`src/rtl/multicycle_control_unit_if.sv`:
```
// Bus between the multicycle control unit and its datapath/instruction memory.
// master = control unit side, slave = datapath/memory side.
interface multicycle_control_unit_if #(
   parameter int INSTR_W = 9,
   parameter int ALUOP_W = 3,
   parameter int CNT_W   = 32
);
   logic [INSTR_W-1:0] instr;
   logic               instr_valid;
   logic               zero_flag;
   logic               instr_req;
   logic               jump;
   logic               mem_read;
   logic               mem_write;
   logic               reg_write;
   logic [ALUOP_W-1:0] alu_op;
   logic               alu_src_imm;
   logic               pc_en;
   logic               done;
   logic [CNT_W-1:0]   cycle_count;
   logic [CNT_W-1:0]   instr_count;

   modport master (
      input  instr, instr_valid, zero_flag,
      output instr_req, jump, mem_read, mem_write, reg_write,
             alu_op, alu_src_imm, pc_en, done, cycle_count, instr_count
   );

   modport slave (
      output instr, instr_valid, zero_flag,
      input  instr_req, jump, mem_read, mem_write, reg_write,
             alu_op, alu_src_imm, pc_en, done, cycle_count, instr_count
   );
endinterface

```
`src/rtl/multicycle_control_unit.sv`:
```
// Multi-cycle FETCH/DECODE/EXEC/MEM/WB controller with HALT and variable load latency.
// Optional performance counters enabled by defining CTRL_PERF_CNT_EN.
module multicycle_control_unit #(
   parameter int INSTR_W = 9,
   parameter int ALUOP_W = 3,
   parameter int MEM_LAT = 1,
   parameter int CNT_W   = 32
) (
   input logic                    clk,
   input logic                    reset,
   multicycle_control_unit_if.master bus
);
   localparam int LAT_W = (MEM_LAT > 1) ? $clog2(MEM_LAT) : 1;

   typedef enum logic [2:0] {
      FETCH, DECODE, EXEC, MEM, WB, HALT
   } state_t;

   state_t             state, state_d;
   logic [INSTR_W-1:0] ir, ir_d;
   logic [ALUOP_W-1:0] aluop_q, aluop_d;
   logic               imm_q, imm_d;
   logic [LAT_W-1:0]   lat, lat_d;

   logic [1:0] t;
   logic [2:0] f;
   logic       is_halt;
   logic       req_i, jump_i, rd_i, wr_i, rw_i, pc_i, done_i;

   assign t       = ir[INSTR_W-1 -: 2];
   assign f       = ir[INSTR_W-3 -: 3];
   assign is_halt = (t == 2'b11) && (&ir[INSTR_W-3:0]);

   always_ff @(posedge clk) begin
      if (reset) begin
         state   <= FETCH;
         ir      <= '0;
         lat     <= '0;
         aluop_q <= '0;
         imm_q   <= 1'b0;
      end else begin
         state   <= state_d;
         ir      <= ir_d;
         lat     <= lat_d;
         aluop_q <= aluop_d;
         imm_q   <= imm_d;
      end
   end

   always_comb begin
      state_d = state;
      ir_d    = ir;
      lat_d   = lat;
      aluop_d = aluop_q;
      imm_d   = imm_q;
      req_i   = 1'b0;
      jump_i  = 1'b0;
      rd_i    = 1'b0;
      wr_i    = 1'b0;
      rw_i    = 1'b0;
      pc_i    = 1'b0;
      done_i  = 1'b0;
      case (state)
         FETCH: begin
            req_i = 1'b1;
            if (bus.instr_valid) begin
               ir_d    = bus.instr;
               state_d = DECODE;
            end
         end
         DECODE: begin
            case (t)
               2'b00:   begin aluop_d = ALUOP_W'(f);      imm_d = 1'b0; end
               2'b01:   begin aluop_d = ALUOP_W'(3'b000); imm_d = 1'b1; end
               2'b10:   begin aluop_d = ALUOP_W'(3'b001); imm_d = 1'b0; end
               default: begin aluop_d = ALUOP_W'(f);      imm_d = 1'b1; end
            endcase
            state_d = EXEC;
         end
         EXEC: begin
            lat_d = '0;
            case (t)
               2'b01: state_d = MEM;
               2'b10: begin
                  // f[2] selects BNEZ (jump on non-zero) over BEQZ
                  jump_i  = f[2] ? ~bus.zero_flag : bus.zero_flag;
                  pc_i    = 1'b1;
                  state_d = FETCH;
               end
               2'b11:   state_d = is_halt ? HALT : WB;
               default: state_d = WB;
            endcase
         end
         MEM: begin
            if (f[2]) begin
               rd_i = 1'b1;
               if (lat == LAT_W'(MEM_LAT - 1)) begin
                  lat_d   = '0;
                  state_d = WB;
               end else begin
                  lat_d = lat + 1'b1;
               end
            end else begin
               wr_i    = 1'b1;
               pc_i    = 1'b1;
               state_d = FETCH;
            end
         end
         WB: begin
            rw_i    = 1'b1;
            pc_i    = 1'b1;
            state_d = FETCH;
         end
         HALT:    done_i  = 1'b1;
         default: state_d = FETCH;
      endcase
   end

   // Outputs are forced low during the reset cycle itself, not just after it.
   assign bus.instr_req   = req_i  & ~reset;
   assign bus.jump        = jump_i & ~reset;
   assign bus.mem_read    = rd_i   & ~reset;
   assign bus.mem_write   = wr_i   & ~reset;
   assign bus.reg_write   = rw_i   & ~reset;
   assign bus.pc_en       = pc_i   & ~reset;
   assign bus.done        = done_i & ~reset;
   assign bus.alu_op      = reset ? '0 : aluop_q;
   assign bus.alu_src_imm = imm_q  & ~reset;

`ifdef CTRL_PERF_CNT_EN
   logic [CNT_W-1:0] cyc_q, ins_q;

   always_ff @(posedge clk) begin
      if (reset) begin
         cyc_q <= '0;
         ins_q <= '0;
      end else begin
         if (state != HALT)
            cyc_q <= cyc_q + 1'b1;
         if (pc_i || (state == EXEC && state_d == HALT))
            ins_q <= ins_q + 1'b1;
      end
   end

   assign bus.cycle_count = cyc_q;
   assign bus.instr_count = ins_q;
`else
   assign bus.cycle_count = '0;
   assign bus.instr_count = '0;
`endif
endmodule

```
`src/flat_wrapper.sv`:
```
// flat-port wrapper written by rule: the top's interface ports become plain ports
module multicycle_control_unit_flat 
#(
   parameter int INSTR_W = 9,
   parameter int ALUOP_W = 3,
   parameter int MEM_LAT = 1,
   parameter int CNT_W   = 32
)
  (clk, reset, bus_instr, bus_instr_valid, bus_zero_flag, bus_instr_req, bus_jump, bus_mem_read, bus_mem_write, bus_reg_write, bus_alu_op, bus_alu_src_imm, bus_pc_en, bus_done, bus_cycle_count, bus_instr_count);
  multicycle_control_unit_if #(.INSTR_W(INSTR_W), .ALUOP_W(ALUOP_W), .CNT_W(CNT_W)) bus_i ();
  input logic clk;
  input logic reset;
  input wire logic [$bits(bus_i.instr)-1:0] bus_instr;
  input wire logic [$bits(bus_i.instr_valid)-1:0] bus_instr_valid;
  input wire logic [$bits(bus_i.zero_flag)-1:0] bus_zero_flag;
  output wire logic [$bits(bus_i.instr_req)-1:0] bus_instr_req;
  output wire logic [$bits(bus_i.jump)-1:0] bus_jump;
  output wire logic [$bits(bus_i.mem_read)-1:0] bus_mem_read;
  output wire logic [$bits(bus_i.mem_write)-1:0] bus_mem_write;
  output wire logic [$bits(bus_i.reg_write)-1:0] bus_reg_write;
  output wire logic [$bits(bus_i.alu_op)-1:0] bus_alu_op;
  output wire logic [$bits(bus_i.alu_src_imm)-1:0] bus_alu_src_imm;
  output wire logic [$bits(bus_i.pc_en)-1:0] bus_pc_en;
  output wire logic [$bits(bus_i.done)-1:0] bus_done;
  output wire logic [$bits(bus_i.cycle_count)-1:0] bus_cycle_count;
  output wire logic [$bits(bus_i.instr_count)-1:0] bus_instr_count;
  assign bus_i.instr = bus_instr;
  assign bus_i.instr_valid = bus_instr_valid;
  assign bus_i.zero_flag = bus_zero_flag;
  assign bus_instr_req = bus_i.instr_req;
  assign bus_jump = bus_i.jump;
  assign bus_mem_read = bus_i.mem_read;
  assign bus_mem_write = bus_i.mem_write;
  assign bus_reg_write = bus_i.reg_write;
  assign bus_alu_op = bus_i.alu_op;
  assign bus_alu_src_imm = bus_i.alu_src_imm;
  assign bus_pc_en = bus_i.pc_en;
  assign bus_done = bus_i.done;
  assign bus_cycle_count = bus_i.cycle_count;
  assign bus_instr_count = bus_i.instr_count;
  multicycle_control_unit #(.INSTR_W(INSTR_W), .ALUOP_W(ALUOP_W), .MEM_LAT(MEM_LAT), .CNT_W(CNT_W)) u_core (.clk(clk), .reset(reset), .bus(bus_i));
endmodule
```
`config.mk`:
```
export PLATFORM = sky130hd
export DESIGN_NAME = multicycle_control_unit_flat
export DESIGN_NICKNAME = d
export VERILOG_FILES = /design/src/rtl/multicycle_control_unit_if.sv /design/src/rtl/multicycle_control_unit.sv /design/src/flat_wrapper.sv
export SDC_FILE = /design/constraint.sdc
export NUM_CORES = 1
export LEC_CHECK = 0
export CORE_AREA = 5 5 75 77
export DETAILED_ROUTE_END_ITERATION = 10
export DIE_AREA = 0 0 80 82
export PLACE_DENSITY = 0.71
export SKIP_LAST_GASP = 1
export SLEW_MARGIN = 30
export SYNTH_ARGS = -nofsm -noshare
export SYNTH_HDL_FRONTEND = slang
export SYNTH_SLANG_ARGS = --single-unit
```
`constraint.sdc`:
```
create_clock -name clk -period 1.45 [get_ports clk]
set_clock_uncertainty 0.2 [all_clocks]
set_input_delay 0.145 -clock clk [delete_from_list [all_inputs] [get_ports clk]]
set_output_delay 0.145 -clock clk [all_outputs]
set_load 0.02 [all_outputs]
```
# Yosys cells after proc, flatten, opt, wreduce, memory -nomap -nowiden
# Cells that the tools add are included.
[classes]
n_addsub = 1
multipliers = 0
div_mod_pow = 0
order_cmp = 0
eq_ne = 11
shifts = 0
mux = 24
bitwise = 11
reduce_logical = 9
[ops]
columns = ["cell", "n"]
rows = [
  ["$mux W1", 15],
  ["$pmux W3 S5", 1],
  ["$mux W3", 4],
  ["$pmux W3 S3", 1],
  ["$and A1 B1 Y1", 8],
  ["$reduce_and A7 Y1", 1],
  ["$eq A3 B2 Y1 const B", 2],
  ["$eq A3 B3 Y1 const B", 2],
  ["$pmux W3 S2", 1],
  ["$eq A2 B2 Y1 const B", 2],
  ["$reduce_and A2 Y1", 2],
  ["$eq A3 B1 Y1 const B", 1],
  ["$logic_not A3 Y1", 1],
  ["$ne A3 B3 Y1 const B", 1],
  ["$not A1 Y1", 3],
  ["$pmux W1 S3", 1],
  ["$reduce_and A3 Y1", 1],
  ["$eq A2 B1 Y1 const B", 1],
  ["$logic_not A2 Y1", 1],
  ["$ne A2 B1 Y1 const B", 1],
  ["$ne A2 B2 Y1 const B", 1],
  ["$pmux W1 S2", 1],
  ["$reduce_bool A2 Y1", 1],
  ["$reduce_or A2 Y1", 1],
  ["2 further kinds", 2],
]
[totals]
register_bits = 17
latch_bits = 0
ramBits = 0
romBits = 0
input_bits = 13
out_inout_bits = 75
elab_cells = 61
n_memories = 0

# Depth between registers and ports, before layout
# Gate-level depths: netlist of run 1.
[depth]
depth_word = 5
mapped_depth = 5
mapped_depth_nobuf = 5

# Worst setup path before layout of run 1
# OpenSTA, ideal clock, no wires.
[synth_path]
kind = "register to output"
startpoint = "reg u_core.state[1]"
endpoint = "out bus_jump"
t_arrival_ps = 1460
required_ps = 1105
setup_slack_ps = -355
path_stages_with_launch = 5
path_buffers = 1
cell_sequence = "dfxtp_1 buf_2 nor2b_1 nand2_1 nor4_1"
[synth_between]
elab_chain_cells = 3
[synth_rtl]
columns = ["item", "line_no", "text"]
rows = [
  ["from (decl)", "multicycle_control_unit.sv:19", "state_t state, state_d;"],
  ["from (signal assigned)", "multicycle_control_unit.sv:42", "state <= state_d;"],
  ["$eq A3 B2 Y1", "multicycle_control_unit.sv:63", "case (state)"],
  ["$mux W1", "multicycle_control_unit.sv:63", ""],
  ["$and A1 B1 Y1", "multicycle_control_unit.sv:121", "assign bus.jump = jump_i & ~reset;"],
  ["to (decl)", "flat_wrapper.sv:17", "output wire logic [$bits(bus_i.jump)-1:0] bus_jump;"],
]
# No other way between the ends.

# Worst setup path in the final report of run 1
[layout_path]
startpoint = "reg u_core.state[2]"
endpoint = "reg u_core.ir[2]"
[layout_between]
elab_chain_cells = 2
[layout_rtl]
columns = ["item", "line_no", "text"]
rows = [
  ["$logic_not A3 Y1", "multicycle_control_unit.sv:63", ""],
  ["$reduce_and A2 Y1 (no line)", "-", ""],
  ["to (signal assigned)", "multicycle_control_unit.sv:43", "ir <= ir_d;"],
  ["to (decl)", "multicycle_control_unit.sv:20", "logic [INSTR_W-1:0] ir, ir_d;"],
]
# No other way between the ends.
# A chain may end at the register's enable or synchronous reset.

==> impl_summary.txt, run 1 <==
----------------------------------------------------
[STA]
  Final Hold Fails ... 0
  RSZ-0062 raised after global routing ... true
  Final setup violation count ... 18
  Number of pins with negative max-slew slack in the final report ... 0
  Worst-case setup margin in the final layout ... -0.183 ns
  Final min period ... 1.63 ns
  Period utilisation layout ... 113%
  Highest Clock Rate ... 612 MHz

[Synthesis]
  Area share of and/or/nand/nor cells after synthesis ... 23.9%
  Proportion of register bits with asynchronous set or reset after synthesis ... 0%
  Post-synthesis cell area ... 0.00135 mm2
  Main flop type after synthesis ... sky130_fd_sc_hd__dfxtp_1
  Synth warn ... 0
  Adder-cell share of the synthesized area ... 3.72%
  Library cells used by synthesis ... 32
  Number of enable-type register cells in the synthesized netlist ... 0
  Post-Synth XOR/XNOR Area ... 0.651%
  Synthesized instance count ... 171
  Synthesized area divided by synthesized cell count ... 7.87 um2
  Complex-gate fraction of the synthesized area ... 7.06%
  Combinational family with the most area after synthesis ... buffers and inverters
  Register area share after synthesis ... 23.8%
  Post-synthesis register bit count ... 16
  Multiplexer area fraction after synthesis ... 2.32%

[Critical path]
  Data arrival at the endpoint of the critical path ... 1.57 ns
  Critical path cell sequence ... buf_6 > or4b_4 > buf_8 > nand2_2 > a21oi_2
  Number of cells on the critical path ... 5
  Largest delay contributor family on the critical path ... simple AND/OR/NAND/NOR gates
  Required time of the worst setup path ... 1.39 ns
  Worst r2r path cells ... 5
  Number of buffers and inverters on the critical path ... 2
  Cell with the largest stage delay on the worst path ... sky130_fd_sc_hd__or4b_4
  Worst setup SP type ... register
  Largest stage delay, worst path ... 0.56 ns
  CP endpoint kind ... register
  Critical path fanouts, max ... 5
  Start-to-end type of the worst setup path ... reg2reg

[Routing]
  Final routed DRC violation total ... 0
  Routed length per placed instance ... 10.8 um
  Final wirelength ... 3150 um
  Count of TritonRoute iterations in the first routing pass ... 4
  Initial DRC count ... 34
  Count of nets left with antenna violations after detail routing ... 0
  DR vias/cell ... 3.73
  Via count ... 1088

[GRT]
  Via count of the first global-routing pass ... 931
  Antenna violations before repair ... 0
  GRT Resource Usage Total ... 8.40%
  Global-route congestion overflow total ... 0
  First-pass GRT wire length ... 4260 um
  Maximum number of pins on one net before global-route repair ... 13

[Cells and area]
  Fill cell count ... 516
  Ant. Diodes ... 0
  Final-stage net count ... 241
  Final cell count without fillers ... 292
  Area growth from synthesis to layout ... 49.6%
  Area of all sequential standard cells ... 340 um2
  Fraction of layout instances using a drive strength above 1 ... 40.1%
  Combined area of the multi-input logic cells ... 998 um2
  Final standard cell area without fillers ... 0.00201 mm2
  Most used cells in the layout excluding fill and tap cells ... sky130_fd_sc_hd__conb_1, sky130_fd_sc_hd__buf_6, sky130_fd_sc_hd__buf_4
  Leading cell type in the layout, fill and taps excluded ... sky130_fd_sc_hd__conb_1

[Run status]
  Failing checks ... setup timing
  Outcome ... complete, but fails checks

[Floorplanning]
  Row count ... 26
  Die height ... 82 um
  Io pins ... 88
  Die Span X ... 80 um
  Initial Util ... 27.2%
  CORE AREA ... 0.00494 mm2
  Die Footprint ... 0.00656 mm2

[Power and ir drop]
  Static power due to leakage ... 0.896 nW
  Worst IR drop on VDD ... 0.370 mV
  Pwr per Cell Area ... 706 mW/mm2

[Placement]
  Placed wire-length estimate ... 2200 um
  Pre-CTS setup slack ... -0.562 ns
  Placed Instance Area ... 0.00161 mm2
  Count of input and output buffers ... 23
  Placer Congestion ... 0.723
  Cells after DPL ... 281

[Flow run]
  Maximum capacitance violations ... 0

[Clock network]
  CTS clk-pin slew, worst paths ... 0.06 ns
  CTS tree ... built
  Number of H-tree levels ... 1
  Number of buffers created by CTS ... 3
  Number of clock sinks seen by CTS ... 16
  Clock insertion delay at the later pin of the skew report ... 0.25 ns
  Maximum count of clock buffers along a single path ... 2
  Buffer cell driving the clock tree root ... sky130_fd_sc_hd__clkbuf_8
  Number of hold buffers added after CTS ... 0

[Min path]
  Cell count of the worst hold path ... 3
  HP Class ... in2reg

----------------------------------------------------
==> what timing repair did <==
action                                  in CTS  in global routing
resized for setup                           91                 37
pin swaps                                   29                 11
endpoints found under the setup margin      24                 23
gates cloned                                 1                  0
setup buffers                                8                  0
==> state kept, by name, summed over array words and instances, names as in the netlist <==
name	flops
u_core.aluop_q	3
u_core.ir	9
u_core.imm_q	1
u_core.state	3
==> through the flow <==
stage	setup TNS (ns)	util (%)	hold slack (ns)	power (mW)
CTS	-2.43	37.6	0.243	1.36
floorplan	-0.371	-	0.0810	0.931
global route	-3.52	40.7	0.250	1.50
finish	-2.49	40.7	0.258	1.42
detailed placement	-7.58	32.5	0.250	0.942
global placement	-7.36	32.5	0.246	0.935
==> routing by layer <==
metal,global-route usage (%),up-vias,wire [um]
met5,0,-,0
met1,10.3,499,1190
li1,-,530,-
met2,13.7,54,1640
met4,2.03,0,23
met3,3.40,5,302
==> report_power, final <==
group          internal [mW]  total, mW  switching, mW
Sequential             0.469      0.502         0.0334
Combinational          0.246      0.590          0.344
Clock                  0.184      0.331          0.146
==> logic make-up after synthesis <==
group | Yosys count
AOI/OAI and AO/OA | 17
xor gates and xnor gates | 1
adders and majority gates | 4
buffers and inverters | 72
DFF | 16
muxes | 3
other | 1
and+or+nand+nor | 57
==> path summary, 6_finish.rpt <==
path | slack [ns] | end | start
max reg2reg | -0.18 | u_core.ir[2] | u_core.state[2]
max | -0.18 | u_core.ir[2] | u_core.state[2]
min | 0.26 | u_core.ir[1] | bus_instr[1]
min reg2reg | 0.27 | u_core.aluop_q[2] | u_core.aluop_q[2]
==> cell usage after synthesis (2+ instances only) <==
| cell type | n | share of area, % |
|---|---|---|
| sky130_fd_sc_hd__inv_1 | 2 | 0.56 |
| sky130_fd_sc_hd__clkbuf_1 | 2 | 0.56 |
| sky130_fd_sc_hd__ha_1 | 4 | 3.7 |
| sky130_fd_sc_hd__dfxtp_1 | 16 | 24 |
| sky130_fd_sc_hd__nand2_1 | 24 | 6.7 |
| sky130_fd_sc_hd__nand2b_1 | 3 | 1.4 |
| sky130_fd_sc_hd__nor2_1 | 5 | 1.4 |
| sky130_fd_sc_hd__a21oi_1 | 13 | 4.8 |
| sky130_fd_sc_hd__buf_4 | 64 | 36 |
| sky130_fd_sc_hd__nor2b_1 | 7 | 3.3 |
| sky130_fd_sc_hd__nor3_1 | 2 | 0.74 |
| sky130_fd_sc_hd__nor4_1 | 2 | 0.93 |
| sky130_fd_sc_hd__mux2i_1 | 2 | 1.5 |
| sky130_fd_sc_hd__nand3b_1 | 4 | 2.2 |
| sky130_fd_sc_hd__buf_2 | 4 | 1.5 |
==> cell type report <==
type                    instances  area share (%)
clock buffers                   3            2.05
inverters                       2           0.497
multi-input cells             146            49.6
flip-flops and latches         16            16.9
well taps                      70            4.35
repair buffers                 55            26.6
==> worst register-to-register path, delay by kind of cell, from the launching register on <==
family | cells | cell delay (ns)
AO/OA/AOI/OAI | 1 | 0.04
AND/OR/NAND/NOR | 2 | 0.62
flip-flops | 1 | 0.37
buffers and inverters | 2 | 0.29
Note: power is estimated with default switching activity, not from simulation.
==> run 2, diff against run 1 <==
--- a/config.mk
+++ b/config.mk
@@ -5,12 +5,13 @@
 export SDC_FILE = /design/constraint.sdc
 export NUM_CORES = 1
 export LEC_CHECK = 0
-export CORE_AREA = 5 5 75 77
+export CORE_AREA = 5 5 80 82
+export CTS_CLUSTER_SIZE = 28
 export DETAILED_ROUTE_END_ITERATION = 10
-export DIE_AREA = 0 0 80 82
-export PLACE_DENSITY = 0.71
+export DIE_AREA = 0 0 85 87
+export PLACE_DENSITY = 0.64
 export SKIP_LAST_GASP = 1
-export SLEW_MARGIN = 30
+export SLEW_MARGIN = 0
 export SYNTH_ARGS = -nofsm -noshare
 export SYNTH_HDL_FRONTEND = slang
 export SYNTH_SLANG_ARGS = --single-unit
==> run 2 against run 1 <==
Against the previous run:
- the run still ends with setup timing left
- final area down 10%
- combinational power shrank 17%
- critical endpoint is now bus_pc_en
- routed wire length is 3.9% lower
- sequential share of layout area up 1.9 points
- maximum frequency rose by 1.2%
- global-route usage fell by 0.95 points
- cell count is 0.34% lower
- clock-buffer cell count up 1
- core utilization shrank 8.9 points
- largest power group is now sequential cells
- die area rose by 13%
==> impl_summary.txt, run 2 (synthesis results as in run 1) <==
----------------------------------------------------
[Cells and area]
  Final standard cell area without fillers ... 0.00181 mm2 (-10%)
  Area of all sequential standard cells ... 340 um2 (unchanged)
  Number of flip-flops in the largest register ... 9 (unchanged)
  Final core area utilization ... 31.9% (-8.9 points)
  Combined area of the multi-input logic cells ... 893 um2 (-11%)
  Leading cell type in the layout, fill and taps excluded ... sky130_fd_sc_hd__conb_1
  Most used cells in the layout excluding fill and tap cells ... sky130_fd_sc_hd__conb_1, sky130_fd_sc_hd__nand2_1, sky130_fd_sc_hd__buf_4
  Top reg by flops ... u_core.ir
  Fraction of layout instances using a drive strength above 1 ... 31.9% (-8.1 points)
  Ant. Diodes ... 0 (unchanged)
  Area growth from synthesis to layout ... 34.4%
  Final-stage net count ... 234 (-2.9%)
  Fill cell count ... 611 (+18%)
  Leading registers by flop count ... u_core.ir (9), u_core.aluop_q (3), u_core.state (3)

[Critical path]
  CP endpoint kind ... output port
  Critical path fanouts, max ... 2 (-3)
  Data arrival at the endpoint of the critical path ... 1.27 ns (-0.30 ns)
  Worst setup SP type ... register
  Start-to-end type of the worst setup path ... reg2out
  Required time of the worst setup path ... 1.11 ns (-0.28 ns)

[STA]
  Final min period ... 1.61 ns (-0.0199 ns)
  Worst-case setup margin in the final layout ... -0.163 ns (+0.0199 ns)
  Period utilisation layout ... 111% (-1.4 points)
  Final setup violation count ... 18 (unchanged)
  RSZ-0062 raised after global routing ... true
  Highest Clock Rate ... 620 MHz (+1.2%)
  Final hold slack ... 0.253 ns (-0.00501 ns)
  Final Hold Fails ... 0 (unchanged)
  Number of pins with negative max-slew slack in the final report ... 0 (unchanged)

[Clock network]
  CTS clk-pin slew, worst paths ... 0.06 ns (about the same)
  CTS tree ... built
  Maximum count of clock buffers along a single path ... 2 (unchanged)
  Clock insertion delay at the later pin of the skew report ... 0.25 ns (about the same)
  Buffer cell driving the clock tree root ... sky130_fd_sc_hd__clkbuf_8
  Number of hold buffers added after CTS ... 0 (unchanged)
  Number of clock sinks seen by CTS ... 16 (unchanged)
  Number of buffers created by CTS ... 3 (unchanged)
  Number of H-tree levels ... 1 (unchanged)

[Routing]
  Routed length per placed instance ... 10.4 um (-3.6%)
  Final wirelength ... 3030 um (-3.9%)
  Count of nets left with antenna violations after detail routing ... 0 (unchanged)
  Via count ... 1063 (-2.3%)
  Final routed DRC violation total ... 0 (unchanged)
  DR vias/cell ... 3.65 (-2.0%)
  Initial DRC count ... 48 (+41%)
  Count of TritonRoute iterations in the first routing pass ... 4 (unchanged)

[Floorplanning]
  Die height ... 87 um (+6.1%)
  Initial Util ... 23.7% (-3.5 points)
  Row count ... 28 (+7.7%)
  Die Footprint ... 0.00740 mm2 (+13%)
  Io pins ... 88 (unchanged)
  Die Span X ... 85 um (+6.3%)
  CORE AREA ... 0.00568 mm2 (+15%)

[Run status]
  Outcome ... complete, but fails checks
  Failing checks ... setup timing

[Min path]
  HP Class ... in2reg

[Power and ir drop]
  Internal Dissipation ... 898 uW (about the same)
  Static power due to leakage ... 0.791 nW (-12%)
  Combinational cell fraction of total power ... 35.7% (-5.8 points)
  Sw Ratio ... 34.7% (-2.1 points)
  Worst IR drop on VDD ... 0.374 mV (+1.0%)
  Net switching power ... 477 uW (-8.9%)
  Pwr per Cell Area ... 760 mW/mm2 (+7.6%)
  Overall Power ... 1.37 mW (-3.3%)
  Clock Power Share ... 28.2% (+5.0 points)
  Share of power burned in registers ... 36.1% (+0.8 points)

[Flow run]
  Maximum capacitance violations ... 0 (unchanged)

[GRT]
  Maximum number of pins on one net before global-route repair ... 13 (unchanged)
  Via count of the first global-routing pass ... 1007 (+8.2%)
  Global-route congestion overflow total ... 0 (unchanged)
  Antenna violations before repair ... 0 (unchanged)
  First-pass GRT wire length ... 4520 um (+6.2%)
  GRT Resource Usage Total ... 7.45% (-0.95 points)

[Placement]
  Placer Congestion ... 0.774 (+7.0%)
  Placed Instance Area ... 0.00159 mm2 (-1.0%)
  Count of input and output buffers ... 23 (unchanged)
  Placed wire-length estimate ... 2280 um (+4.0%)

----------------------------------------------------
-- run 2: cell types whose count changed in the layout (fill, tap and decap cells not counted), sizes merged --
cell	change
or4b	+1
buf	-6
dlygate4sd2	-3
clkbuf	+3
clkdlybuf4s15	-1
-- run 2: cell type report --
type / instances / share of cell area, %
timing repair buffer: 47 / 23.0
sequential: 16 / 18.8
inverter: 2 / 0.553
multi-input combinational: 147 / 49.4
clock buffer: 4 / 3.04
tap: 75 / 5.19
-- run 2: power by group through the flow --
stage               Combinational (mW)  Sequential (mW)  Clock, mW
floorplan                        0.429            0.502          0
global placement                 0.425            0.504          0
detailed placement               0.428            0.506          0
CTS                              0.455            0.496      0.403
global route                     0.534            0.501      0.421
finish                           0.491            0.497      0.388
-- run 2: worst paths after layout --
| path | start | endpoint | slack [ns] | cells after the start |
|---|---|---|---|---|
| setup / recovery | u_core.ir[7] | bus_pc_en | -0.16 | 6 |
| hold / removal | bus_instr[8] | u_core.ir[8] | 0.25 | 3 |
| setup reg to reg | u_core.state[1] | u_core.ir[1] | -0.09 | 4 |
| hold reg to reg | u_core.ir[0] | u_core.ir[0] | 0.26 | 2 |
-- run 2: what timing repair did --
item                       4_1_cts  5_1_grt
gates cloned                     0        1
buffers inserted                 4        2
resized for setup               72       28
pin swaps                        9       11
setup endpoints to repair       25       26
-- run 2: worst max-delay path, cell delays in order, from the launching register on --
cell and delay (ns):
sky130_fd_sc_hd__dfxtp_2 0.33, sky130_fd_sc_hd__inv_2 0.05, sky130_fd_sc_hd__ha_4 0.15, sky130_fd_sc_hd__nor2b_1 0.12
sky130_fd_sc_hd__o21ai_1 0.16, sky130_fd_sc_hd__a21oi_2 0.08, sky130_fd_sc_hd__buf_6 0.13
-- run 2: per-layer routing --
metal  track usage [%]  vias to the layer above  wire length [um]
li1                  -                      522                 -
met1              8.29                      482              1200
met2              13.2                       57              1490
met3              3.12                        2               321
met4              1.73                        0                14
met5                 0                        -                 0
-- run 2: metrics by stage --
| step | TNS, ns | cells | worst slack (ns) |
|---|---|---|---|
| 2_1_floorplan | -0.371 | 234 | -0.163 |
| 3_3_place_gp | -8.30 | 283 | -0.629 |
| 3_5_place_dp | -8.66 | 283 | -0.690 |
| 4_1_cts | -2.50 | 290 | -0.185 |
| 5_1_grt | -2.78 | 291 | -0.254 |
| 6_report | -1.59 | 291 | -0.163 |
